## config.mk

```make
export PLATFORM = sky130hd
export DESIGN_NAME = fmul_float_cal_pipe_flat
export DESIGN_NICKNAME = d
export VERILOG_FILES = /design/src/rtl/fmul_float_cal_pipe_if.sv /design/src/rtl/fmul_float_cal_pipe.sv /design/src/flat_wrapper.sv
export SDC_FILE = /design/constraint.sdc
export NUM_CORES = 2
export LEC_CHECK = 0
export ABC_AREA = 0
export BUFFER_PORTS_ARGS = -buffer_cell sky130_fd_sc_hd__buf_4
export CAP_MARGIN = 10
export CORE_AREA = 2 2 249 251
export DETAILED_ROUTE_END_ITERATION = 10
export DIE_AREA = 0 0 251 253
export PLACE_DENSITY = 0.64
export SETUP_SLACK_MARGIN = 0.02
export SLEW_MARGIN = 20
export SYNTH_ARGS = -nofsm -noshare
export SYNTH_HDL_FRONTEND = slang
export SYNTH_SLANG_ARGS = --single-unit
```

## constraint.sdc

```tcl
create_clock -name iCLOCK -period 1.6 [get_ports iCLOCK]
set_input_delay 0.32 -clock iCLOCK [delete_from_list [all_inputs] [get_ports iCLOCK]]
set_output_delay 0.32 -clock iCLOCK [all_outputs]
set_load 0.005 [all_outputs]
```

## src/rtl/fmul_float_cal_pipe_if.sv

```systemverilog
// rtl/fmul_float_cal_pipe_if.sv - operand/result handshake bundle for the float multiply core
interface fmul_float_cal_pipe_if #(
  parameter int EXP_W = 8,
  parameter int MAN_W = 23,
  parameter int TAG_W = 4
);
  localparam int OP_W = 1 + EXP_W + MAN_W;

  logic                 iDATA_REQ;
  logic                 oDATA_BUSY;
  logic [OP_W-1:0]      iDATA_A;
  logic [OP_W-1:0]      iDATA_B;
  logic [TAG_W-1:0]     iDATA_TAG;
  logic                 oDATA_VALID;
  logic                 iDATA_BUSY;
  logic                 oDATA_SIGN;
  logic [EXP_W+1:0]     oDATA_EXP;
  logic [2*MAN_W+1:0]   oDATA_FRACT;
  logic [TAG_W-1:0]     oDATA_TAG;
  logic [5:0]           oDATA_EXCEPT;

  modport master (
    output iDATA_REQ, iDATA_A, iDATA_B, iDATA_TAG, iDATA_BUSY,
    input  oDATA_BUSY, oDATA_VALID, oDATA_SIGN, oDATA_EXP, oDATA_FRACT, oDATA_TAG, oDATA_EXCEPT
  );

  modport slave (
    input  iDATA_REQ, iDATA_A, iDATA_B, iDATA_TAG, iDATA_BUSY,
    output oDATA_BUSY, oDATA_VALID, oDATA_SIGN, oDATA_EXP, oDATA_FRACT, oDATA_TAG, oDATA_EXCEPT
  );
endinterface

```

## src/rtl/fmul_float_cal_pipe.sv

```systemverilog
// rtl/fmul_float_cal_pipe.sv - float multiply sign/exponent/mantissa-product core with elastic pipeline
// Raw product and biased-corrected exponent go to the normaliser; no special-case resolution here.
module fmul_float_cal_pipe #(
  parameter int EXP_W   = 8,
  parameter int MAN_W   = 23,
  parameter int LATENCY = 2,
  parameter int TAG_W   = 4
) (
  input  logic                  iCLOCK,
  input  logic                  inRESET,
  input  logic                  iRESET_SYNC,
  fmul_float_cal_pipe_if.slave  bus
);

  localparam int OP_W = 1 + EXP_W + MAN_W;
  localparam int XE_W = EXP_W + 2;
  localparam int FR_W = 2 * MAN_W + 2;
  localparam logic [XE_W-1:0] BIAS = XE_W'((1 << (EXP_W - 1)) - 1);

  typedef struct packed {
    logic              sign;
    logic [XE_W-1:0]   exp;
    logic [FR_W-1:0]   fract;
    logic [TAG_W-1:0]  tag;
    logic [5:0]        except;
  } stage_t;

  logic [EXP_W-1:0] exp_a, exp_b;
  logic [MAN_W-1:0] man_a, man_b;
  logic             hid_a, hid_b;
  stage_t           op_d;

  assign exp_a = bus.iDATA_A[OP_W-2:MAN_W];
  assign exp_b = bus.iDATA_B[OP_W-2:MAN_W];
  assign man_a = bus.iDATA_A[MAN_W-1:0];
  assign man_b = bus.iDATA_B[MAN_W-1:0];
  // Subnormals keep the raw exponent field; only the hidden bit drops to 0.
  assign hid_a = |exp_a;
  assign hid_b = |exp_b;

  always_comb begin
    op_d        = '0;
    op_d.sign   = bus.iDATA_A[OP_W-1] ^ bus.iDATA_B[OP_W-1];
    op_d.exp    = XE_W'(exp_a) + XE_W'(exp_b) - BIAS;
    op_d.fract  = FR_W'({hid_a, man_a}) * FR_W'({hid_b, man_b});
    op_d.tag    = bus.iDATA_TAG;
    op_d.except = {exp_a == '0, exp_b == '0, &exp_a, &exp_b, man_a == '0, man_b == '0};
  end

  logic [LATENCY-1:0] valid_q;
  logic [LATENCY-1:0] valid_d;
  logic [LATENCY-1:0] rdy;
  stage_t             data_q [LATENCY];
  stage_t             data_d [LATENCY];

  for (genvar k = 0; k < LATENCY; k++) begin : g_stage
    if (k == 0) begin : g_head
      assign valid_d[k] = bus.iDATA_REQ;
      assign data_d[k]  = op_d;
    end else begin : g_body
      assign valid_d[k] = valid_q[k-1];
      assign data_d[k]  = data_q[k-1];
    end
    // A stage can only be blocked if it and every stage after it is full and the sink stalls.
    assign rdy[k] = ~(bus.iDATA_BUSY & (&valid_q[LATENCY-1:k]));
  end

  always_ff @(posedge iCLOCK or negedge inRESET) begin
    if (!inRESET) begin
      valid_q <= '0;
      for (int k = 0; k < LATENCY; k++) data_q[k] <= '0;
    end else if (iRESET_SYNC) begin
      valid_q <= '0;
      for (int k = 0; k < LATENCY; k++) data_q[k] <= '0;
    end else begin
      for (int k = 0; k < LATENCY; k++) begin
        if (rdy[k]) begin
          valid_q[k] <= valid_d[k];
          if (valid_d[k]) data_q[k] <= data_d[k];
        end
      end
    end
  end

  assign bus.oDATA_BUSY   = ~rdy[0];
  assign bus.oDATA_VALID  = valid_q[LATENCY-1];
  assign bus.oDATA_SIGN   = data_q[LATENCY-1].sign;
  assign bus.oDATA_EXP    = data_q[LATENCY-1].exp;
  assign bus.oDATA_FRACT  = data_q[LATENCY-1].fract;
  assign bus.oDATA_TAG    = data_q[LATENCY-1].tag;
  assign bus.oDATA_EXCEPT = data_q[LATENCY-1].except;

endmodule

```

## src/flat_wrapper.sv

```systemverilog
// flat-port wrapper written by rule: the top's interface ports become plain ports
module fmul_float_cal_pipe_flat 
#(
  parameter int EXP_W   = 8,
  parameter int MAN_W   = 23,
  parameter int LATENCY = 2,
  parameter int TAG_W   = 4
)
  (iCLOCK, inRESET, iRESET_SYNC, bus_iDATA_REQ, bus_iDATA_A, bus_iDATA_B, bus_iDATA_TAG, bus_iDATA_BUSY, bus_oDATA_BUSY, bus_oDATA_VALID, bus_oDATA_SIGN, bus_oDATA_EXP, bus_oDATA_FRACT, bus_oDATA_TAG, bus_oDATA_EXCEPT);
  fmul_float_cal_pipe_if #(.EXP_W(EXP_W), .MAN_W(MAN_W), .TAG_W(TAG_W)) bus_i ();
  input  logic iCLOCK;
  input  logic inRESET;
  input  logic iRESET_SYNC;
  input wire logic [$bits(bus_i.iDATA_REQ)-1:0] bus_iDATA_REQ;
  input wire logic [$bits(bus_i.iDATA_A)-1:0] bus_iDATA_A;
  input wire logic [$bits(bus_i.iDATA_B)-1:0] bus_iDATA_B;
  input wire logic [$bits(bus_i.iDATA_TAG)-1:0] bus_iDATA_TAG;
  input wire logic [$bits(bus_i.iDATA_BUSY)-1:0] bus_iDATA_BUSY;
  output wire logic [$bits(bus_i.oDATA_BUSY)-1:0] bus_oDATA_BUSY;
  output wire logic [$bits(bus_i.oDATA_VALID)-1:0] bus_oDATA_VALID;
  output wire logic [$bits(bus_i.oDATA_SIGN)-1:0] bus_oDATA_SIGN;
  output wire logic [$bits(bus_i.oDATA_EXP)-1:0] bus_oDATA_EXP;
  output wire logic [$bits(bus_i.oDATA_FRACT)-1:0] bus_oDATA_FRACT;
  output wire logic [$bits(bus_i.oDATA_TAG)-1:0] bus_oDATA_TAG;
  output wire logic [$bits(bus_i.oDATA_EXCEPT)-1:0] bus_oDATA_EXCEPT;
  assign bus_i.iDATA_REQ = bus_iDATA_REQ;
  assign bus_i.iDATA_A = bus_iDATA_A;
  assign bus_i.iDATA_B = bus_iDATA_B;
  assign bus_i.iDATA_TAG = bus_iDATA_TAG;
  assign bus_i.iDATA_BUSY = bus_iDATA_BUSY;
  assign bus_oDATA_BUSY = bus_i.oDATA_BUSY;
  assign bus_oDATA_VALID = bus_i.oDATA_VALID;
  assign bus_oDATA_SIGN = bus_i.oDATA_SIGN;
  assign bus_oDATA_EXP = bus_i.oDATA_EXP;
  assign bus_oDATA_FRACT = bus_i.oDATA_FRACT;
  assign bus_oDATA_TAG = bus_i.oDATA_TAG;
  assign bus_oDATA_EXCEPT = bus_i.oDATA_EXCEPT;
  fmul_float_cal_pipe #(.EXP_W(EXP_W), .MAN_W(MAN_W), .LATENCY(LATENCY), .TAG_W(TAG_W)) u_core (.iCLOCK(iCLOCK), .inRESET(inRESET), .iRESET_SYNC(iRESET_SYNC), .bus(bus_i));
endmodule
```

==> impl_metrics.csv <==
group,metric,value,unit
route,drc_errors,0,
timing,fin_worst_hold_slack,0.105,ns
synth,yosys.area_share.adder,0.495,
synth,syn_area_per_cell,9.28,um^2
critical_path,reg2reg_depth,5,
die,top_level_ports,144,
critical_path,crit_path_start,"bus_iDATA_B[27]",
timing,hold_violations,0,
route,finalWirelength,70.7,mm
clock_network,cts-htree-levels,4,
job,drv_cap,0,
clock_network,clock_sinks,140,
clock_network,clk-insertion-delay-late,0.43,ns
critical_path,endpoint_kind,"register",
critical_path,critPathArrivalTime,6.59,ns
clock_network,cts_buffer_depth,2,
synth,syn-num-nets,3343,
placement,gp_routability_congestion,0.931,
timing,post-route-worst-setup-slack,-4.67,ns
route,total_via_count_after_detailed_routing,19800,
timing,finClkSkew,0.0117,ns
clock_network,numCtsBuffers,17,
synth,seq_area_frac_synth,0.145,
die,die-area,63500,um^2
critical_path,timing.setup.critical_path_class,"input port to register",
timing,slew_headroom,0.723,
die,chipWidth,251,um
timing,post_route_clock_period_utilization,3.92,
synth,post_synth_inst_count,2604,
die,die_y,253,um
hold_path,worst_hold_path.endpoint,"u_core.data_d[6]",
global_routing,grt_max_degree,50,
placement,port_buffers,143,
synth,mappedNetlistArea,24200,um^2
critical_path,path_buf_inv,6,
synth,compound_gate_fraction_of_synth_area,0.0846,
placement,detailed_place_hpwl,57.3,mm
timing,worst_pin_slew,0.412,ns
timing,timing.final.max_slew_violations,0,
die,rows,91,
critical_path,startpoint_of_the_most_critical_register_to_register_path,"u_core.valid_q[0]",
final_layout,nets,3786,
die,start_util,0.396,
global_routing,initial_antenna_violation_count,1,
synth,synth_simple_gate_area_share,0.152,
timing,achievable-frequency,159,MHz
critical_path,cpPeakStageDelay,0.56,ns
timing,endpoints_failing_setup,51,
final_layout,share_of_layout_cells_above_drive_strength_1,0.296,
route,route.detailed.wl_per_inst,18.4,um
synth,yosys-mux-area-fraction,0,
final_layout,design_area,32200,um^2
synth,post_synth_num_cell_types,54,
critical_path,reg2reg_slack,0.02,ns
critical_path,timing.critical_path.max_delay_family,"adder cells",
critical_path,worst-endpoint-required,1.92,ns
route,final_antenna_net_count,0,
route,drt-vias-per-instance,5.15,
critical_path,ordered_list_of_cells_on_the_worst_path,"buf_8 > nor4_4 > nand2_4 > buf_12 > buf_6 > and2_4 > fa_1 > inv_1 > fa_1 > fa_2 > fa_1 > fa_1 > fa_1 > fa_1 > inv_2 > ha_4 > buf_4 > a21oi_1 > o21ai_0 > nor2_2 > o21a_2 > nor2b_1 > or3_1 > a32o_1",
timing,timing.final.crit_period,6.27,ns
route,drtPass1Iterations,6,
clock_network,clock_tree.root_cell,"clkbuf_16",
synth,count_of_flip_flops_with_a_built_in_enable_after_synthesis,0,
timing,rsz_0062_raised_after_global_routing,"yes",
final_layout,area_delta_synth_final,33.1,%
critical_path,critical_path.most_common_cell,"fa_1",
final_layout,final_core_utilization,0.527,
clock_network,tritoncts,"built",
synth,synth-seq-cells,140,
hold_path,worstHoldPathCells,2,
hold_path,class_of_the_worst_hold_path,"input port to register",
global_routing,global_route_wire_length_before_repair,113,mm
route,initialDrtViolationCount,1030,
status,run_status,"finished with violations",
critical_path,slowest_cp_cell,"fa_2",
synth,synth_flop_cell,"dfrtp_1",
synth,synth-xor-area-share,0.0196,
critical_path,critical_path_peak_fanout,4,
global_routing,vias_in_the_first_global_route,21500,
global_routing,global_route.usage.total,0.225,
global_routing,overflow,0,
status,failing_checks,"setup timing",
critical_path,critical_path.startpoint_type,"input port",
synth,ys_warn_count,0,
synth,synth_top_family_by_area,"adder cells",
placement,detailed_place.area,29300,um^2
die,placeableCoreArea,61000,um^2
synth,postSynth.asyncResetShare,1.00,
hold_path,hp-start,"bus_iDATA_TAG[0]",
clock_network,clock_slew_seen_by_the_registers_of_the_worst_setup_and_hold_paths,0.07,ns
critical_path,timing.rr.end,"u_core.data_d[57]",
## sequential cells by signal, indices dropped and copies added, names as in the netlist
register	cells
u_core.valid_q	2
u_core.bus.oDATA_EXCEPT	6
u_core.bus.oDATA_EXP	10
u_core.bus.oDATA_SIGN	1
u_core.bus.oDATA_TAG	4
u_core.bus.oDATA_FRACT	48
u_core.data_d	69
## cell type report
class	count	area (um^2)
antenna	1	2.50
clock buffer	17	425
clock inverter	15	163
fill	5282	28900
inverter	528	1980
multi-input combinational	1792	20000
sequential	140	3500
tap	790	988
timing repair buffer	568	5120
## per-stage QoR
stage / setup TNS [ns] / std cells / setup slack, ns
floorplan: -167.33 / 2604 / -4.53
global placement: -199.17 / 3748 / -5.07
detailed placement: -202.80 / 3748 / -5.14
CTS: -172.64 / 3827 / -4.62
global route: -182.19 / 3851 / -4.82
finish: -175.81 / 3851 / -4.67
## repair_timing
action	CTS	global route
resized for setup	263	125
hold endpoints to repair	18	0
gates cloned	3	2
setup endpoints to repair	60	54
hold buffers	1	0
pin swaps	125	124
setup buffers	49	33
## layout by cell type (no fill, tap or decap), drive strengths merged, types with 16 or more instances in the layout
master,Yosys,layout
buf,3,564
inv,528,539
fa,483,483
nand2,454,454
and2,216,216
ha,183,183
dfrtp,140,140
a22o,88,88
o21ai,73,73
a21oi,53,53
xnor2,30,30
nor2,26,26
xor2,24,24
a21o,20,20
clkbuf,141,19
nor4,16,16
## cells in the mapped netlist (2+ instances only)
cell type  instances  share of area
inv_1            528          0.082
ha_1             183          0.095
a211oi_1           5         0.0016
dfrtp_1          140           0.14
a21o_1            20         0.0062
clkbuf_1         141          0.022
nor3_1             9         0.0019
o31ai_2            2         0.0010
a31o_2             2        0.00072
nand2b_1           6         0.0016
a22o_1            88          0.032
nand2_1          454          0.070
nand3_1           13         0.0027
o211a_1            2        0.00083
o21ai_1           15         0.0031
a32o_1             2        0.00083
a31oi_1            7         0.0018
a21oi_1           51          0.011
o31ai_1           10         0.0031
buf_2              2        0.00041
or3_1              4         0.0010
a221oi_1           4         0.0014
nor2_1            24         0.0037
and3_1            11         0.0028
o21ai_0           57          0.012
nor4_1            16         0.0041
nor2_2             2        0.00052
and2_1           216          0.056
xor2_1            24         0.0087
nand4_1           13         0.0034
or4_1              2        0.00062
a21oi_2            2        0.00072
nor2b_1            9         0.0023
o21bai_1           6         0.0019
fa_1             483           0.40
xnor2_1           30          0.011
o21a_1             4         0.0012
## how the worst max path moves through the flow
stage,endpoint,slack (ns),cells past startpoint
after floorplan,u_core.data_d[49],-4.53,23
after global placement,u_core.data_d[56],-5.07,25
after detailed placement,u_core.data_d[48],-5.14,25
after CTS,u_core.data_d[49],-4.62,26
after global routing,u_core.data_d[46],-4.82,24
final,u_core.data_d[49],-4.67,24
## per-layer routing
metal / wire length [um] / part of all wire / track usage
met1: 28000 / 0.40 / 0.279
met2: 37400 / 0.53 / 0.414
met3: 3140 / 0.044 / 0.0245
met4: 2280 / 0.032 / 0.0643
met5: 0 / 0 / 0
## kinds of logic (layout without fill, tap and decap cells)
logic type / after synthesis / in the layout
AO/OA/AOI/OAI: 291 / 291
XOR/XNOR: 54 / 54
adder cells (fa/ha/maj): 666 / 666
buffers and inverters: 672 / 1128
flip-flops: 140 / 140
other: 0 / 1
AND/OR/NAND/NOR: 781 / 781
Power is left out: the tool's default activity adds up to more than one toggle a clock period on the data nets, which glitch-free logic cannot reach.
